## src/rtl/shift_reg_ctrl_if.sv

```systemverilog
// ---------------------------------------------------------------------------
// shift_reg_ctrl_if
// Transfer-side bus of the shift-register controller.
//   TX_VALID/TX_READY/TX_DATA : byte handshake into the serializer
//   MSB_FIRST                 : bit order, captured when a byte is accepted
//   STALL / ABORT             : pause or cancel the transfer in progress
//   SIN / SOUT                : serial receive / transmit bit
//   RX_DATA / RX_VALID        : last received byte and its one-cycle strobe
//   BUSY                      : transfer in progress
// master = byte producer/consumer, slave = shift_reg_ctrl.
// ---------------------------------------------------------------------------
interface shift_reg_ctrl_if;
  logic       TX_VALID;
  logic       TX_READY;
  logic [7:0] TX_DATA;
  logic       MSB_FIRST;
  logic       STALL;
  logic       ABORT;
  logic       SIN;
  logic       SOUT;
  logic [7:0] RX_DATA;
  logic       RX_VALID;
  logic       BUSY;

  modport master (
    output TX_VALID, TX_DATA, MSB_FIRST, STALL, ABORT, SIN,
    input  TX_READY, SOUT, RX_DATA, RX_VALID, BUSY
  );

  modport slave (
    input  TX_VALID, TX_DATA, MSB_FIRST, STALL, ABORT, SIN,
    output TX_READY, SOUT, RX_DATA, RX_VALID, BUSY
  );
endinterface

```

## src/rtl/shift_reg_ctrl.sv

```systemverilog
// ---------------------------------------------------------------------------
// shift_reg_ctrl
// Drives an external 8-bit universal shift register to send one byte and
// receive one byte simultaneously. A byte is parallel-loaded into the
// register, shifted out 8 times (SOUT taken from the outgoing end, SIN fed
// into the incoming end), and the register contents are then latched as the
// received byte.
// Ports:
//   CLK  : clock, all state changes on the rising edge
//   CLRb : asynchronous active-low reset
//   bus  : transfer bus (shift_reg_ctrl_if.slave)
//   S    : register mode (11 load, 10 shift up from SDL, 01 shift down from SDR, 00 hold)
//   D    : parallel load data, 8'h00 unless loading
//   SDL  : serial input into bit 0 when shifting up
//   SDR  : serial input into bit 7 when shifting down
//   Q    : current register contents
// ---------------------------------------------------------------------------
module shift_reg_ctrl (
  input  logic                  CLK,
  input  logic                  CLRb,
  shift_reg_ctrl_if.slave       bus,
  output logic [1:0]            S,
  output logic [7:0]            D,
  output logic                  SDL,
  output logic                  SDR,
  input  logic [7:0]            Q
);

  typedef enum logic [1:0] {
    ST_IDLE  = 2'b00,
    ST_SHIFT = 2'b01,
    ST_DONE  = 2'b10
  } state_t;

  localparam logic [1:0] MODE_HOLD  = 2'b00;
  localparam logic [1:0] MODE_DOWN  = 2'b01;
  localparam logic [1:0] MODE_UP    = 2'b10;
  localparam logic [1:0] MODE_LOAD  = 2'b11;

  state_t     state_r;
  state_t     state_nxt_s;
  logic [2:0] cnt_r;
  logic [2:0] cnt_nxt_s;
  logic       dir_r;
  logic       dir_nxt_s;
  logic [7:0] rx_data_r;
  logic       rx_valid_r;
  logic       rx_capture_s;

  logic [1:0] s_s;
  logic [7:0] d_s;
  logic       sdl_s;
  logic       sdr_s;
  logic       sout_s;
  logic       tx_ready_s;
  logic       busy_s;

  // Next-state, counter/direction update and all combinational outputs
  always_comb begin
    state_nxt_s  = state_r;
    cnt_nxt_s    = cnt_r;
    dir_nxt_s    = dir_r;
    rx_capture_s = 1'b0;
    s_s          = MODE_HOLD;
    d_s          = 8'h00;
    sdl_s        = 1'b0;
    sdr_s        = 1'b0;
    sout_s       = 1'b0;
    tx_ready_s   = 1'b0;
    busy_s       = 1'b0;

    case (state_r)
      ST_IDLE: begin
        tx_ready_s = 1'b1;
        // ABORT is deliberately ignored here: an offered byte is always taken
        if (bus.TX_VALID) begin
          s_s         = MODE_LOAD;
          d_s         = bus.TX_DATA;
          state_nxt_s = ST_SHIFT;
          cnt_nxt_s   = 3'd0;
          dir_nxt_s   = bus.MSB_FIRST;
        end else begin
          s_s = MODE_HOLD;
        end
      end

      ST_SHIFT: begin
        busy_s = 1'b1;
        sdl_s  = bus.SIN;
        sdr_s  = bus.SIN;
        sout_s = dir_r ? Q[7] : Q[0];
        if (bus.ABORT) begin
          state_nxt_s = ST_IDLE;
          cnt_nxt_s   = 3'd0;
        end else if (bus.STALL) begin
          s_s = MODE_HOLD;
        end else begin
          s_s       = dir_r ? MODE_UP : MODE_DOWN;
          cnt_nxt_s = cnt_r + 3'd1;
          // The eighth shift wraps CNT back to 0 on its way to DONE
          if (cnt_r == 3'd7) begin
            state_nxt_s = ST_DONE;
          end else begin
            state_nxt_s = ST_SHIFT;
          end
        end
      end

      ST_DONE: begin
        busy_s = 1'b1;
        sout_s = dir_r ? Q[7] : Q[0];
        if (bus.ABORT) begin
          state_nxt_s = ST_IDLE;
          cnt_nxt_s   = 3'd0;
        end else begin
          state_nxt_s  = ST_IDLE;
          rx_capture_s = 1'b1;
        end
      end

      default: begin
        // Unreachable encoding: recover to a clean idle
        state_nxt_s = ST_IDLE;
        cnt_nxt_s   = 3'd0;
      end
    endcase
  end

  // Controller state register
  always_ff @(posedge CLK or negedge CLRb) begin
    if (!CLRb) begin
      state_r <= ST_IDLE;
      cnt_r   <= 3'd0;
      dir_r   <= 1'b1;
    end else begin
      state_r <= state_nxt_s;
      cnt_r   <= cnt_nxt_s;
      dir_r   <= dir_nxt_s;
    end
  end

  // Received byte latch and its one-cycle strobe
  always_ff @(posedge CLK or negedge CLRb) begin
    if (!CLRb) begin
      rx_data_r  <= 8'h00;
      rx_valid_r <= 1'b0;
    end else begin
      rx_valid_r <= rx_capture_s;
      if (rx_capture_s) begin
        rx_data_r <= Q;
      end else begin
        rx_data_r <= rx_data_r;
      end
    end
  end

  assign S            = s_s;
  assign D            = d_s;
  assign SDL          = sdl_s;
  assign SDR          = sdr_s;
  assign bus.SOUT     = sout_s;
  assign bus.TX_READY = tx_ready_s;
  assign bus.BUSY     = busy_s;
  assign bus.RX_DATA  = rx_data_r;
  assign bus.RX_VALID = rx_valid_r;

endmodule

```

## src/flat_wrapper.sv

```systemverilog
// flat-port wrapper written by rule: the top's interface ports become plain ports
module shift_reg_ctrl_flat 
  (CLK, CLRb, S, D, SDL, SDR, Q, bus_TX_VALID, bus_TX_DATA, bus_MSB_FIRST, bus_STALL, bus_ABORT, bus_SIN, bus_TX_READY, bus_SOUT, bus_RX_DATA, bus_RX_VALID, bus_BUSY);
  shift_reg_ctrl_if bus_i ();
  input  logic CLK;
  input  logic CLRb;
  output logic [1:0] S;
  output logic [7:0] D;
  output logic SDL;
  output logic SDR;
  input  logic [7:0] Q;
  input wire logic [$bits(bus_i.TX_VALID)-1:0] bus_TX_VALID;
  input wire logic [$bits(bus_i.TX_DATA)-1:0] bus_TX_DATA;
  input wire logic [$bits(bus_i.MSB_FIRST)-1:0] bus_MSB_FIRST;
  input wire logic [$bits(bus_i.STALL)-1:0] bus_STALL;
  input wire logic [$bits(bus_i.ABORT)-1:0] bus_ABORT;
  input wire logic [$bits(bus_i.SIN)-1:0] bus_SIN;
  output wire logic [$bits(bus_i.TX_READY)-1:0] bus_TX_READY;
  output wire logic [$bits(bus_i.SOUT)-1:0] bus_SOUT;
  output wire logic [$bits(bus_i.RX_DATA)-1:0] bus_RX_DATA;
  output wire logic [$bits(bus_i.RX_VALID)-1:0] bus_RX_VALID;
  output wire logic [$bits(bus_i.BUSY)-1:0] bus_BUSY;
  assign bus_i.TX_VALID = bus_TX_VALID;
  assign bus_i.TX_DATA = bus_TX_DATA;
  assign bus_i.MSB_FIRST = bus_MSB_FIRST;
  assign bus_i.STALL = bus_STALL;
  assign bus_i.ABORT = bus_ABORT;
  assign bus_i.SIN = bus_SIN;
  assign bus_TX_READY = bus_i.TX_READY;
  assign bus_SOUT = bus_i.SOUT;
  assign bus_RX_DATA = bus_i.RX_DATA;
  assign bus_RX_VALID = bus_i.RX_VALID;
  assign bus_BUSY = bus_i.BUSY;
  shift_reg_ctrl u_core (.CLK(CLK), .CLRb(CLRb), .bus(bus_i), .S(S), .D(D), .SDL(SDL), .SDR(SDR), .Q(Q));
endmodule
```

## config.mk

```make
export PLATFORM = sky130hd
export DESIGN_NAME = shift_reg_ctrl_flat
export DESIGN_NICKNAME = d
export VERILOG_FILES = /design/src/rtl/shift_reg_ctrl_if.sv /design/src/rtl/shift_reg_ctrl.sv /design/src/flat_wrapper.sv
export SDC_FILE = /design/constraint.sdc
export NUM_CORES = 1
export LEC_CHECK = 0
export ABC_AREA = 1
export ABC_CLOCK_PERIOD_IN_PS = 1710
export CORE_MARGIN = 4
export CORE_UTILIZATION = 38
export CTS_CLUSTER_DIAMETER = 120
export DETAILED_ROUTE_END_ITERATION = 10
export HOLD_SLACK_MARGIN = 0.03
export PLACE_DENSITY = 0.76
export SLEW_MARGIN = 20
export SYNTH_ARGS = -nofsm -noshare
export SYNTH_HDL_FRONTEND = slang
export SYNTH_SLANG_ARGS = --single-unit
```

## constraint.sdc

```tcl
create_clock -name CLK -period 1.71 [get_ports CLK]
set_input_delay 0.513 -clock CLK [delete_from_list [all_inputs] [get_ports CLK]]
set_output_delay 0.513 -clock CLK [all_outputs]
set_load 0.01 [all_outputs]
```

=== After elaboration in Yosys (flattened, before gate mapping) ===
Cells that the tools add are included.
W data, S select, Z words.

* Register bits: 15
* Input port bits: 23
* Output and inout port bits: 24
* Logic and storage cells: 41

* Add/subtract/negate cells: 1
* Eq/ne operators: 6
* Mux-type cells: 24
* Reduce and logical (&&, ||, !) cells: 5

{| class="wikitable"
|+ Operators with widths
! operator !! number
|-
| $mux W2 || 8
|-
| $mux W8 || 2
|-
| $mux W3 || 4
|-
| $pmux W3 S3 || 1
|-
| $pmux W2 S2 || 2
|-
| $mux W1 || 7
|-
| $ne A2 B2 Y1 const B || 2
|-
| $reduce_and A2 Y1 || 2
|-
| $add A3 B1 Y3 const B || 1
|-
| $eq A3 B3 Y1 const B || 1
|-
| $ne A3 B3 Y1 const B || 1
|-
| $reduce_and A3 Y1 || 1
|-
| $eq A2 B1 Y1 const B || 1
|-
| $eq A2 B2 Y1 const B || 1
|-
| $logic_not A2 Y1 || 1
|-
| $reduce_or A2 Y1 || 1
|}

=== Longest topological paths before layout ===
* Word-level depth: 5
* Depth in mapped cells: 7

=== Least setup slack after synthesis ===
Ideal clock, no wire load.

* Path kind: register -> output
* From: register u_core.state_r[1]
* To: output port S[0]
* Data arrival time: 1123 ps
* Path slack: 74 ps
* Cell stages (with the launch flop): 5
* Cell sequence: dfrtp_1 -> inv_1 -> ha_1 -> nand2_1 -> o21ai_0

* Word-level cells in the longest chain between the ends: 2

{| class="wikitable"
|+ RTL lines
! element !! line !! source
|-
| from (decl) || shift_reg_ctrl.sv:40 || <nowiki>state_t state_r;</nowiki>
|-
| from (signal assigned) || shift_reg_ctrl.sv:136 || <nowiki>state_r <= state_nxt_s;</nowiki>
|-
| $eq A2 B1 Y1 or $logic_not A2 Y1 (tied branches) || shift_reg_ctrl.sv:72 || <nowiki>case (state_r)</nowiki>
|-
| $pmux W2 S2 * || shift_reg_ctrl.sv:72 ||
|-
| to (decl) || flat_wrapper.sv:7 || <nowiki>output logic [1:0] S;</nowiki>
|}

Mark *: on every way between the ends. The rest lies on a longest branch, timed or not.

=== Worst setup path in the final report ===
* From: register u_core.state_r[0]
* To: output port D[3]

* Word-level cells in the longest chain between the ends: 2

{| class="wikitable"
|+ RTL lines
! element !! line !! source
|-
| $logic_not A2 Y1 || shift_reg_ctrl.sv:72 ||
|-
| $mux W8 || shift_reg_ctrl.sv:72 ||
|-
| to (decl) || flat_wrapper.sv:8 || <nowiki>output logic [7:0] D;</nowiki>
|}

Every way passes these cells.

==> run metrics <==
Die X=55.3 um; max-cap check violation count=0; Layout area overhead=91.9%; synth warn=0; critical path fanouts, max=5; CP endpoint kind=output port; Reg clk slew, reported paths=80 ps; Slew Viols, Final=0; cts hold-fix bufs=0; Residual DRC=0; sequential-to-total area share from yosys stat=44.4%; violated checks=negative setup slack; WL final=2.77 mm; Final WS setup=-135 ps; vias per cell=4.53; Reg-to-Reg End=u_core.bus.RX_DATA[1]$_DFFE_PN0P_; FF-to-FF Start=u_core.state_r[1]$_DFFE_PN0P_; status=finished with violations; register area=377 um2; Worst-Margin Slew=295 ps; clock latency on the worst-skew pair=270 ps; VDD IR-drop max=594 uV; initial antenna violation count=0; worst min-delay path class=reg -> reg; full die area=3050 um2; Total Power=1.64 mW; f_max=542 MHz; Cells after Synth=114; required time of the critical path=1200 ps; total global routing overflow=0; clk buf depth=2; drt first pass iters=5; layout cells sized above 1=35.1%; DR vias=960; #FFs+latches synth=15; R2R depth=8; Setup Skew=1.38 ps; gr usage total=16.7%; post-synthesis cell type count=18; Avg Synthesized Cell Area=7.44 um2; fillers=149; Die Y=55.3 um; core area=2040 um2; clock sink count=15; Row Count=16; port buffer count=46; # diodes=0; critical path class=reg -> out; post-layout net count=214; WL per Instance=13.0 um; fraction of registers with async set/reset=100%; end point of the worst hold path=u_core.bus.RX_DATA[0]$_DFFE_PN0P_; hold_sp=u_core.bus.RX_DATA[0]$_DFFE_PN0P_; Post-synth EDFFs=0; RD Place Congestion=0.773; CTS tree=yes; DR iter-0 viols=12; P_leak=1.03 nW; synthesized net count=142; worst path arrival time=1330 ps; R2R Setup Slk=130 ps; Final Critical Period=1840 ps; mapped cell area=848 um2; vias in the first global route=982; io pins=47; Worst setup startpoint=u_core.state_r[0]$_DFFE_PN0P_; Top FF cell, synth=dfrtp_1; Fin. Hold Viols=0; TritonCTS Buffers=3; initial core utilization=41.5%; first-pass GRT wire length=4.20 mm; pin count of the biggest net entering global routing=16; startpoint type of the worst setup path=register; hold depth=2; fin crit share=108%; H-tree depth=1; area occupied by multi-input gates=479 um2; Slew Limit Headroom=80.3%; clk root buf=clkbuf_4; Hold Slack=491 ps; Final Setup Violations=14; Pwr per Cell Area=1000 nW/um2; RSZ-0062 raised after global routing=yes; Post-DRT Antenna Nets=0; Detail Placement HPWL=1.91 mm
## through the flow
step	utilization [%]	std cells	worst slack (ps)	setup TNS (ps)	instance area [um2]
floorplan	-	114	74.3	0	848
global placement	69.7	198	-659	-8020	1420
detailed placement	69.7	198	-716	-8780	1420
CTS	72.9	208	-108	-920	1490
global route	79.7	212	-218	-2430	1630
finish	79.7	212	-135	-1490	1630
## how the worst max path moves through the flow
stage | to | depth (start not counted) | slack (ps)
2_1_floorplan | S[0] | 4 | 70
3_3_place_gp | D[0] | 4 | -660
3_5_place_dp | D[6] | 4 | -720
4_1_cts | S[1] | 6 | -110
5_1_grt | S[0] | 6 | -220
6_report | D[3] | 5 | -130
## registers in the layout, indices dropped and copies added, names as in the netlist
register and flops:
u_core.bus.RX_DATA 8, u_core.state_r 2, u_core.cnt_r 3, u_core.bus.RX_VALID 1, u_core.dir_r 1
## cells by family (layout without fill, tap and decap cells)
| kind of cell | Yosys count | count (layout) | share of synthesized area, % |
|---|---|---|---|
| AND/OR/NAND/NOR | 62 | 63 | 31.6 |
| adder cells (fa/ha/maj) | 5 | 5 | 7.37 |
| AO/OA/AOI/OAI | 7 | 7 | 4.13 |
| buffers and inverters | 25 | 95 | 12.5 |
| flip-flops | 15 | 15 | 44.4 |
## layout by cell type, fill, tap and decap left out, types with 4 or more instances in the layout
master,count
nor2_4,5
dfrtp_1,14
nand2_1,38
buf_6,11
nor2_1,7
dlymetal6s2s_1,8
dlygate4sd2_1,6
nand3_1,4
buf_2,7
inv_1,17
inv_2,4
buf_4,19
clkdlybuf4s50_1,17
## area by class of cell
| class | count | area share (%) |
|---|---|---|
| Tap cell | 27 | 2.08 |
| Clock buffer | 4 | 1.61 |
| Inverter | 22 | 5.07 |
| Multi-Input combinational cell | 75 | 29.4 |
| Timing Repair Buffer | 69 | 38.7 |
| Sequential cell | 15 | 23.1 |
## synthesized netlist by cell type (2+ instances only)
cell / instances / area, um2
dfrtp_1: 14 / 350
nor2_1: 13 / 48.8
ha_1: 5 / 62.6
o21ai_0: 5 / 25.0
nand3_1: 4 / 20.0
inv_1: 20 / 75.1
nand2_1: 41 / 154
a21oi_1: 2 / 10.0
## report_power, final
group | total [mW] | switching, mW | internal [mW]
combinational | 0.996 | 0.468 | 0.528
clock | 0.187 | 0.0972 | 0.0901
sequential | 0.453 | 0.0459 | 0.407
## per-layer routing
metal	global-route usage (%)	part of all wire (%)	vias to the layer above
met4	8.33	2.1	0
met2	29.6	51	50
met3	4.43	7.7	6
met1	18.2	39	421
met5	0	0	-
li1	-	-	483
## worst max-delay path, cell delays in order (launching register included)
cell and delay [ps]:
dfrtp_1 410, inv_2 100, ha_4 200, nand2_4 110
nor2_4 100, buf_2 130
## repair_timing
item                                    4_1_cts  5_1_grt
resized for setup                            85       29
gates cloned                                  0        1
pin swaps                                     3        1
endpoints found under the setup margin       15       23
setup buffers                                 6        3
Note: power is estimated with default switching activity, not from simulation.
